## src/rtl/clk_div_prog.sv

```systemverilog
// rtl/clk_div_prog.sv - runtime-programmable 50% duty integer clock divider
module clk_div_prog #(
    parameter int WIDTH       = 8,
    parameter int DEFAULT_DIV = 11
) (
    input  logic             clk_in,
    input  logic             clr_n,
    input  logic             en,
    input  logic [WIDTH-1:0] div_in,
    input  logic             div_load,
    output logic             clk_out,
    output logic             tick,
    output logic             running,
    output logic [WIDTH-1:0] div_cur,
    output logic             cfg_err
);

    typedef enum logic {IDLE, RUN} state_t;

    localparam logic [WIDTH-1:0] DIV_RST = WIDTH'(DEFAULT_DIV);

    state_t           state, state_nx;
    logic [WIDTH-1:0] cnt, cnt_nx, div_nx, pend_div;
    logic             pend_vld, at_end, apply, load_ok, tick_nx, clk_p, clk_n;

    assign load_ok = div_load && (div_in >= WIDTH'(2));
    assign at_end  = (cnt == div_cur - WIDTH'(1));

    // A pending divisor only takes effect between periods, so in-flight periods never change.
    always_comb begin
        state_nx = state;
        cnt_nx   = cnt;
        apply    = 1'b0;
        tick_nx  = 1'b0;
        case (state)
            IDLE: begin
                cnt_nx = '0;
                apply  = pend_vld;
                if (en) begin
                    state_nx = RUN;
                    tick_nx  = 1'b1;
                end
            end
            RUN: begin
                if (!at_end) begin
                    cnt_nx = cnt + WIDTH'(1);
                end else begin
                    cnt_nx = '0;
                    if (en) begin
                        apply   = pend_vld;
                        tick_nx = 1'b1;
                    end else begin
                        state_nx = IDLE;
                    end
                end
            end
        endcase
        div_nx = apply ? pend_div : div_cur;
    end

    always_ff @(posedge clk_in or negedge clr_n) begin
        if (!clr_n) begin
            state    <= IDLE;
            cnt      <= '0;
            div_cur  <= DIV_RST;
            pend_div <= DIV_RST;
            pend_vld <= 1'b0;
            tick     <= 1'b0;
            running  <= 1'b0;
            clk_p    <= 1'b0;
            cfg_err  <= 1'b0;
        end else begin
            state   <= state_nx;
            cnt     <= cnt_nx;
            div_cur <= div_nx;
            tick    <= tick_nx;
            running <= (state_nx == RUN);
            clk_p   <= (state_nx == RUN) && (cnt_nx < (div_nx >> 1));
            if (load_ok) begin
                pend_div <= div_in;
                pend_vld <= 1'b1;
            end else if (apply) begin
                pend_vld <= 1'b0;
            end
            if (div_load) begin
                cfg_err <= ~load_ok;
            end
        end
    end

    // Half-cycle stretch of the high phase for odd divisors.
    always_ff @(negedge clk_in or negedge clr_n) begin
        if (!clr_n) begin
            clk_n <= 1'b0;
        end else begin
            clk_n <= clk_p & div_cur[0];
        end
    end

    assign clk_out = clk_p | clk_n;

endmodule

```

## config.mk

```make
export PLATFORM = sky130hd
export DESIGN_NAME = clk_div_prog
export DESIGN_NICKNAME = d
export VERILOG_FILES = /design/src/rtl/clk_div_prog.sv
export SDC_FILE = /design/constraint.sdc
export NUM_CORES = 1
export LEC_CHECK = 0
export BUFFER_PORTS_ARGS = -buffer_cell sky130_fd_sc_hd__buf_2
export CAP_MARGIN = 5
export CORE_MARGIN = 10
export CORE_UTILIZATION = 25
export CTS_BUF_LIST = sky130_fd_sc_hd__clkbuf_8
export CTS_CLUSTER_SIZE = 24
export DETAILED_ROUTE_END_ITERATION = 8
export GPL_ROUTABILITY_DRIVEN = 0
export SETUP_SLACK_MARGIN = 0.3
export SLEW_MARGIN = 20
export SYNTH_ARGS = -nofsm -noshare
export SYNTH_HDL_FRONTEND = slang
export SYNTH_SLANG_ARGS = --single-unit
```

## constraint.sdc

```tcl
create_clock -name clk_in -period 10.5 [get_ports clk_in]
set_clock_uncertainty 0.2 [all_clocks]
set_input_delay 0.525 -clock clk_in [delete_from_list [all_inputs] [get_ports clk_in]]
set_output_delay 0.525 -clock clk_in [all_outputs]
set_load 0.01 [all_outputs]
```

### Word level (Yosys, flattened, before mapping)

Cells that the tools add are included.

* reductions and logical operators: 3
* $lt $le $gt $ge: 2
* shifts and indexed selects: 0
* divide/modulo/power cells: 0
* add/subtract/negate cells: 2
* bitwise logic cells: 4
* multipliers: 0
* mux-type cells: 13
* equality and inequality tests: 1

Operators with widths (number)
* $mux 8: 2
* $pmux 8 s2: 1
* $add 8x1->8 const B: 1
* $eq 8x8->1: 1
* $ge 8x2->1 const B: 1
* $lt 8x7->1: 1
* $sub 8x1->8 const B: 1
* $mux 1: 7
* $pmux 1 s2: 3
* $logic_and 1x1->1: 2
* $not 1->1: 2
* $reduce_bool 2->1: 1
* $and 1x1->1: 1
* $or 1x1->1: 1

* latch bits: 0
* memories kept: 0
* bits in read-only memories: 0
* output and inout bits: 12
* register bits after elaboration: 30
* RAM bits: 0
* word-level logic and storage cells: 35

### Longest topological paths before layout

Gate-level depths: netlist of the first run.

* depth after elaboration: 7
* mapped depth: 15
* gate-level depth less buffers: 14

==> results.cfg, run 1 <==
[clocking]
numCtsBuffers = 5
cts_max_level = 2
cts_tree = yes
cts_resized = 0
cts.sinks = 30
clk_pin_slew_ps = 60
clk_latency_ps = 280
cts_buffer_depth = 2
ctsHoldBuffers = 0
clock-root-buffer = clkbuf_8
post_cts.repair.setup_buffers = 0

[detailed_routing]
drc = 0
viasPerCell = 4.60
drt_first_pass_iters = 4
drtIter0Drc = 58
wl_per_cell_um = 13.1
vias = 1238
detail-route-antenna-nets = 0
routed_wl_mm = 3.51

[placement]
place_ws_ps = 3820
place_area_um2 = 1910
io_buffers = 23
dp_hpwl_mm = 2.73

[synth]
synth_nets = 180
synth_cells = 160
synth_ff_type = dfrtp_1
avgSynthCellArea_um2 = 10.7
synth.distinct_cells = 43
synth_edf_count = 0
yosysTopAreaCell = dfrtp_1
yosysWarnings = 0
ys_ff_latch = 30
async_flop_share = 1.00
seq_area_frac_synth = 0.442
syn_area_um2 = 1720
synth.area.top_cells = dfrtp_1, dfstp_2, ha_1
synth.top_cell.area_share = 0.336

[timing]
totalNegativeSetupSlack_ps = 0
relSlewSlack = 0.557
worst_slew_pin_slew_ps = 664
finalHoldViolCount = 0
fin_ws_ps = 3520
setup_violations = 0
grt_setup_unrepaired = no
drv_slew = 0

[run]
maxCapViolCount = 0

[cells_and_area]
area_growth_pct = 16.6
nNetsFinal = 208
n_fill_cell = 689
final_layout_size_suffix_gt1_frac = 0.302
antenna_cells = 0
fin_area_um2 = 2000
final_util = 0.298

[critical_path]
arrival_ps = 6250
critPathCaptureType = output port
reg2regPathDepth = 1
r2r-end = clk_n
cp_max_fo = 1
r2r-start = div_cur[0]
required_ps = 9780
criticalPathCategory = flip-flop to output port
startpoint_type = flip-flop
reg2reg_slack_ps = 4370

[grt]
grtUsageTotal = 0.0731
grt_pass1_wl_mm = 6.13
grt_pass1_vias = 1268
grt_remaining_overflow = 0
grt_max_degree = 31
antenna_found_initial = 0

[run_status]
status = complete, no violations

[power_and_ir_drop]
max-vdd-ir-drop_v = 0.0000856
p_per_area_nw_per_um2 = 282
design_power_total_uw = 565
leakage_nw = 0.937

[floorplanning]
fp.dieH_um = 103
row_count = 30
start_util = 0.255
core_um2 = 6720
die_area_um2 = 10600
die_w_um = 103
io_pins = 24

[min_path]
hold_path.class = primary input to async pin
## worst max path at each step
stage | startpoint | end | cells past startpoint | slack [ps]
final | clk_n | clk_out | 2 | 3520
after CTS | clk_n | clk_out | 2 | 3510
after floorplan | clk_n | clk_out | 1 | 3940
after detailed placement | clk_n | clk_out | 2 | 3820
after global placement | clk_n | clk_out | 2 | 3820
after global routing | clk_n | clk_out | 2 | 3500
## critical path, stage by stage, from the launching register on
cell and delay (ps):
dfrtn_1 310, or2_2 260, buf_2 140
## layout make-up
| class | instances | area, um^2 | area share |
|---|---|---|---|
| Multi-Input combinational cell | 120 | 902 | 0.451 |
| Sequential cell | 30 | 758 | 0.379 |
| Timing Repair Buffer | 24 | 123 | 0.0613 |
| Tap cell | 80 | 100 | 0.0501 |
| Clock buffer | 6 | 82.6 | 0.0413 |
| Inverter | 7 | 26.3 | 0.0131 |
| Clock inverter | 2 | 7.51 | 0.00375 |
## synth_stat cells (5+ instances only)
cell type	instances
a21oi_1	5
dfrtp_1	23
dfstp_2	6
ha_1	8
inv_1	7
mux2_4	5
mux2i_1	6
nand2_1	25
nand3_1	5
nor2_1	9
xnor2_1	9
xor2_1	6
## where the power goes
group,switching (mW),internal [mW]
logic,0.130,0.135
registers,0.0508,0.157
clock network,0.0403,0.0513
total,0.221,0.344
## cell usage in the layout, fill, tap and decap left out, types with 2 or more instances in the layout
cell and instances:
nand2_1 25, dfrtp_1 23, buf_2 23, xnor2_1 9
inv_1 9, nor2_1 9, ha_1 8, xor2_1 6
mux2i_1 6, clkbuf_8 6, dfstp_2 6, a21oi_1 5
mux2_4 5, nand3_1 5, mux2_2 4, or2_2 3
o211a_1 3, nand2b_1 3, o21ai_0 3, o21a_1 2
nor3_1 2, and3_1 2, and2_1 2
## flip-flops by register name (all words and copies together), names as in the netlist
name,cells
cfg_err,1
clk_n,1
clk_p,1
cnt,8
div_cur,8
pend_div,8
pend_vld,1
state,1
tick,1
## cell families (layout without fill, tap and decap cells)
kind of cell,count (synthesis),in the layout,synth area share
XOR/XNOR,15,15,0.0766
adder cells (fa/ha/maj),8,8,0.0584
AO/OA/AOI/OAI,21,21,0.0992
flip-flops,30,30,0.442
buffers and inverters,10,39,0.0321
AND/OR/NAND/NOR,60,60,0.180
multiplexers,16,16,0.112
## through the flow
| step | std cells | hold WS (ps) |
|---|---|---|
| final | 269 | 77.2 |
| after global routing | 269 | 130 |
| after detailed placement | 261 | 266 |
| after CTS | 269 | 93.5 |
| after floorplan | 160 | 29.4 |
| after global placement | 261 | 259 |
## metal layers
metal  global-route usage  wire [um]
met3               0.0214        117
met1               0.0947       1740
met2                0.111       1610
met5                    0          0
met4               0.0289         52
Note: power is estimated with default switching activity, not from simulation.
==> run 2: changes to the inputs <==
==> constraint.sdc (replaced) <==
create_clock -name clk_in -period 5.64 [get_ports clk_in]
set_clock_uncertainty 0.2 [all_clocks]
set_input_delay 0.282 -clock clk_in [delete_from_list [all_inputs] [get_ports clk_in]]
set_output_delay 0.282 -clock clk_in [all_outputs]
set_load 0.01 [all_outputs]
==> run 2 against run 1 <==
Effect of this change: combinational power grew 87%; wire length grew 2.4%; register-to-register slack worse by 2600 ps; global-route usage rose by 0.11 points; first-iteration DRC count decreased by 24%; die area did not move; via count decreased by 0.65%; critical path type unchanged.
==> results.cfg, run 2 (same netlist as run 1, synthesis figures left out) <==
[placement]
io_buffers = 23
dp_hpwl_mm = 2.77
place_ws_ps = 1640
placedCellCount = 261

[detailed_routing]
detail-route-antenna-nets = 0
drc = 0
vias = 1230
routed_wl_mm = 3.60
viasPerCell = 4.54
drt_first_pass_iters = 4
drtIter0Drc = 44
wl_per_cell_um = 13.3

[power_and_ir_drop]
max-vdd-ir-drop_v = 0.000143
p_per_area_nw_per_um2 = 524
leakage_nw = 0.944

[grt]
grt_max_degree = 31
antenna_found_initial = 0
grt_pass1_vias = 1292
grt_pass1_wl_mm = 6.08
grt_remaining_overflow = 0
grtUsageTotal = 0.0742

[floorplanning]
io_pins = 24
fp.dieH_um = 103
die_w_um = 103
row_count = 30
core_um2 = 6720
die_area_um2 = 10600
start_util = 0.255

[timing]
finalHoldViolCount = 0
drv_slew = 0
relSlewSlack = 0.557
setup_violations = 0
totalNegativeSetupSlack_ps = 0
fin_ws_ps = 1340
grt_setup_unrepaired = no
worst_slew_pin_slew_ps = 664

[critical_path]
crit_chain = or2_2 > buf_2
reg2regPathDepth = 14
arrival_ps = 3820
crit_slowest_cell = dfrtn_1
critPathCaptureType = output port
worstSetupStartpoint = clk_n
critPathMaxStageDelay_ps = 310
r2r-start = div_cur[0]
criticalPathCategory = flip-flop to output port
required_ps = 5160
r2r-end = clk_p
startpoint_type = flip-flop
reg2reg_slack_ps = 1820
cp_max_fo = 1

[cells_and_area]
layout.cells.non_filler = 271
top_regs = cnt (8), div_cur (8), pend_div (8)
final_layout_size_suffix_gt1_frac = 0.304
area_growth_pct = 17.8
mostFrequentLayoutCells = nand2_1, dfrtp_1, buf_2
nNetsFinal = 210
layout_commonest_cell = nand2_1
antenna_cells = 0

[clocking]
clk_latency_ps = 280
numCtsBuffers = 5
cts_buffer_depth = 2
clk_pin_slew_ps = 60
cts_tree = yes
clock-root-buffer = clkbuf_8
post_cts.repair.setup_buffers = 0
cts.sinks = 30
cts_max_level = 2

[min_path]
hold_end = pend_div[4]
hold-path-cell-count = 3
holdCritStartpoint = div_in[4]
hold_path.class = primary input to flip-flop

[run]
maxCapViolCount = 0

[run_status]
status = complete, no violations
run 2: through the flow:
step / power, mW / hold WS [ps] / utilization / cell area (um^2)
3_3_place_gp: 0.879 / 161 / 0.284 / 1910
2_1_floorplan: 0.761 / -214 / - / 1720
5_1_grt: 1.16 / 27.7 / 0.301 / 2020
3_5_place_dp: 0.896 / 155 / 0.284 / 1910
4_1_cts: 1.08 / 10.4 / 0.301 / 2020
6_report: 1.06 / 19.4 / 0.301 / 2020
run 2: metal layers:
layer	track usage	wire length, um	vias up
met5	0	0	-
met4	0.0321	59	0
met3	0.0228	145	6
met2	0.115	1620	28
met1	0.0932	1770	580
li1	-	-	616
run 2: power breakdown:
group	switching [mW]	internal (mW)
registers	0.0974	0.292
logic	0.242	0.255
clock network	0.0763	0.0964
total	0.415	0.644
run 2: worst max path at each step:
stage | endpoint | slack (ps)
after floorplan | clk_out | 1750
after global routing | clk_out | 1290
after CTS | clk_out | 1320
final | clk_out | 1340
after global placement | clk_out | 1640
after detailed placement | clk_out | 1640
run 2: worst max-delay path, delay by kind of cell (launching register included):
family                 cells  cell delay, ps
flip-flops                 1             310
buffers and inverters      1             140
AND/OR/NAND/NOR            1             260
run 2: area by class of cell:
type | instances | area [um^2]
fill | 680 | 4700
sequential | 30 | 758
clock buffer | 6 | 82.6
timing repair buffer | 26 | 143
clock inverter | 2 | 8.76
inverter | 7 | 26.3
multi-input combinational | 120 | 902
tap | 80 | 100
run 2: repair_timing:
action,in CTS,in global routing
resized for setup,0,0
hold endpoints to repair,24,0
hold buffers,2,0
==> run 3: changes to the inputs <==
==> constraint.sdc (replaced) <==
create_clock -name clk_in -period 3.89 [get_ports clk_in]
set_clock_uncertainty 0.2 [all_clocks]
set_input_delay 0.1945 -clock clk_in [delete_from_list [all_inputs] [get_ports clk_in]]
set_output_delay 0.1945 -clock clk_in [all_outputs]
set_load 0.01 [all_outputs]
==> run 3 against run 2 <==
Effect of this change: count of clock-buffer cells in the layout is 2 higher; final cell count is 6.3% higher; core utilization up 2.8 points; first-iteration DRC count grew 70%; highest routed layer unchanged; wire length is 6.5% higher.
==> results.cfg, run 3 (same netlist as run 1, synthesis figures left out) <==
[critical_path]
path_delay_family = flip-flops
crit_chain = or2_2 > buf_2
criticalPathCategory = flip-flop to output port
cp.buffers_inverters = 1
critPathCaptureType = output port
crit_slowest_cell = dfrtn_1
critPathMaxStageDelay_ps = 310
startpoint_type = flip-flop
cp_max_fo = 1
worstSetupStartpoint = clk_n
arrival_ps = 2950
r2r-start = div_cur[2]
required_ps = 3500

[cells_and_area]
mostFrequentLayoutCells = nand2_1, buf_2, dfrtp_1
final_layout_size_suffix_gt1_frac = 0.332
area_growth_pct = 29.0
layout_commonest_cell = nand2_1
final_util = 0.329
top_regs = cnt (8), div_cur (8), pend_div (8)
fin_area_um2 = 2210
antenna_cells = 0
nNetsFinal = 227

[grt]
grt_pass1_wl_mm = 6.44
grt_remaining_overflow = 0
antenna_found_initial = 0
busiest_layer = met2
grt_use_met3 = 0.0248
met2_usage = 0.128
grtUsageTotal = 0.0787
grt_max_degree = 31
grt_pass1_vias = 1367
use_met1 = 0.0948

[floorplanning]
fp.dieH_um = 103
io_pins = 24
die_area_um2 = 10600
die_w_um = 103
core_um2 = 6720
row_count = 30
start_util = 0.255

[power_and_ir_drop]
seq_power_share = 0.346
power_frac_comb = 0.476
intPower_mw = 1.01
p_per_area_nw_per_um2 = 741
max-vdd-ir-drop_v = 0.000276
swShare = 0.382
design_power_total_mw = 1.64
leakage_nw = 1.03
clkPwrFrac = 0.178
netSwitchingPower_uw = 627

[run]
maxCapViolCount = 0

[clocking]
clock-root-buffer = clkbuf_8
clk_latency_ps = 280
numCtsBuffers = 5
clk_pin_slew_ps = 60
cts_max_level = 2
cts_tree = yes
cts_buffer_depth = 2
cts.sinks = 30

[timing]
finalHoldViolCount = 0
worst_slew_pin_slew_ps = 381
fmax_ghz = 0.302
setup_violations = 0
drv_slew = 0
hold_slack_ps = 10.8
totalNegativeSetupSlack_ps = 0
relSlewSlack = 0.746
fin_crit_ps = 3340
grt_setup_unrepaired = no
fin_crit_sh = 0.859

[run_status]
status = complete, no violations

[placement]
place_area_um2 = 1930
dp_hpwl_mm = 2.88
io_buffers = 23

[detailed_routing]
drt_first_pass_iters = 4
detail-route-antenna-nets = 0
viasPerCell = 4.44
drc = 0
vias = 1279
wl_per_cell_um = 13.3
drtIter0Drc = 75
routed_wl_mm = 3.83

[min_path]
hold_path.class = primary input to flip-flop
holdCritStartpoint = div_load
run 3: final timing paths:
| kind | to | slack, ps | cells past startpoint |
|---|---|---|---|
| max in group asynchronous | clk_n | 1120 | 3 |
| hold reg to reg | cfg_err | 280 | 1 |
| min in group asynchronous | tick | 250 | 3 |
| setup reg to reg | clk_p | 570 | 13 |
| hold / removal | pend_div[4] | 10 | 3 |
| setup / recovery | clk_out | 550 | 2 |
run 3: power groups by stage:
| stage | clock [mW] | sequential [mW] | combinational, mW |
|---|---|---|---|
| 2_1_floorplan | 0 | 0.551 | 0.553 |
| 3_3_place_gp | 0 | 0.571 | 0.720 |
| 3_5_place_dp | 0 | 0.573 | 0.740 |
| 4_1_cts | 0.299 | 0.568 | 0.774 |
| 5_1_grt | 0.318 | 0.588 | 0.887 |
| 6_report | 0.292 | 0.567 | 0.780 |
run 3: repair_timing:
| item | in CTS | in global routing |
|---|---|---|
| hold buffers | 12 | 0 |
| endpoints found under the setup margin | 1 | 1 |
| setup buffers | 3 | 1 |
| resized for setup | 0 | 3 |
| endpoints found under the hold margin | 32 | 0 |
| pin swaps | 1 | 3 |
run 3: worst reg2reg max path, delay by kind of cell, from the launching register on:
| family | cells | cell delay (ps) |
|---|---|---|
| flops | 1 | 470 |
| compound gates | 7 | 1220 |
| simple gates | 3 | 760 |
| fa+ha+maj | 1 | 270 |
| mux | 1 | 200 |
| buf+inv | 1 | 150 |
run 3: metal layers:
| metal | vias up | wire, um |
|---|---|---|
| li1 | 653 | - |
| met1 | 602 | 1790 |
| met2 | 19 | 1860 |
| met3 | 5 | 126 |
| met4 | 0 | 51 |
| met5 | - | 0 |
run 3: area by class of cell:
| type | instances | area [um^2] |
|---|---|---|
| Timing Repair Buffer | 43 | 308 |
| Sequential cell | 30 | 759 |
| Inverter | 7 | 26.3 |
| Clock buffer | 8 | 110 |
| Multi-Input combinational cell | 120 | 908 |
| Tap cell | 80 | 100 |
| Fill cell | 685 | 4510 |
run 3: per-stage QoR:
step           setup slack [ps]  std cells
6_report                    549        288
5_1_grt                     333        288
4_1_cts                     378        287
3_5_place_dp                298        264
3_3_place_gp                369        264
2_1_floorplan               536        160
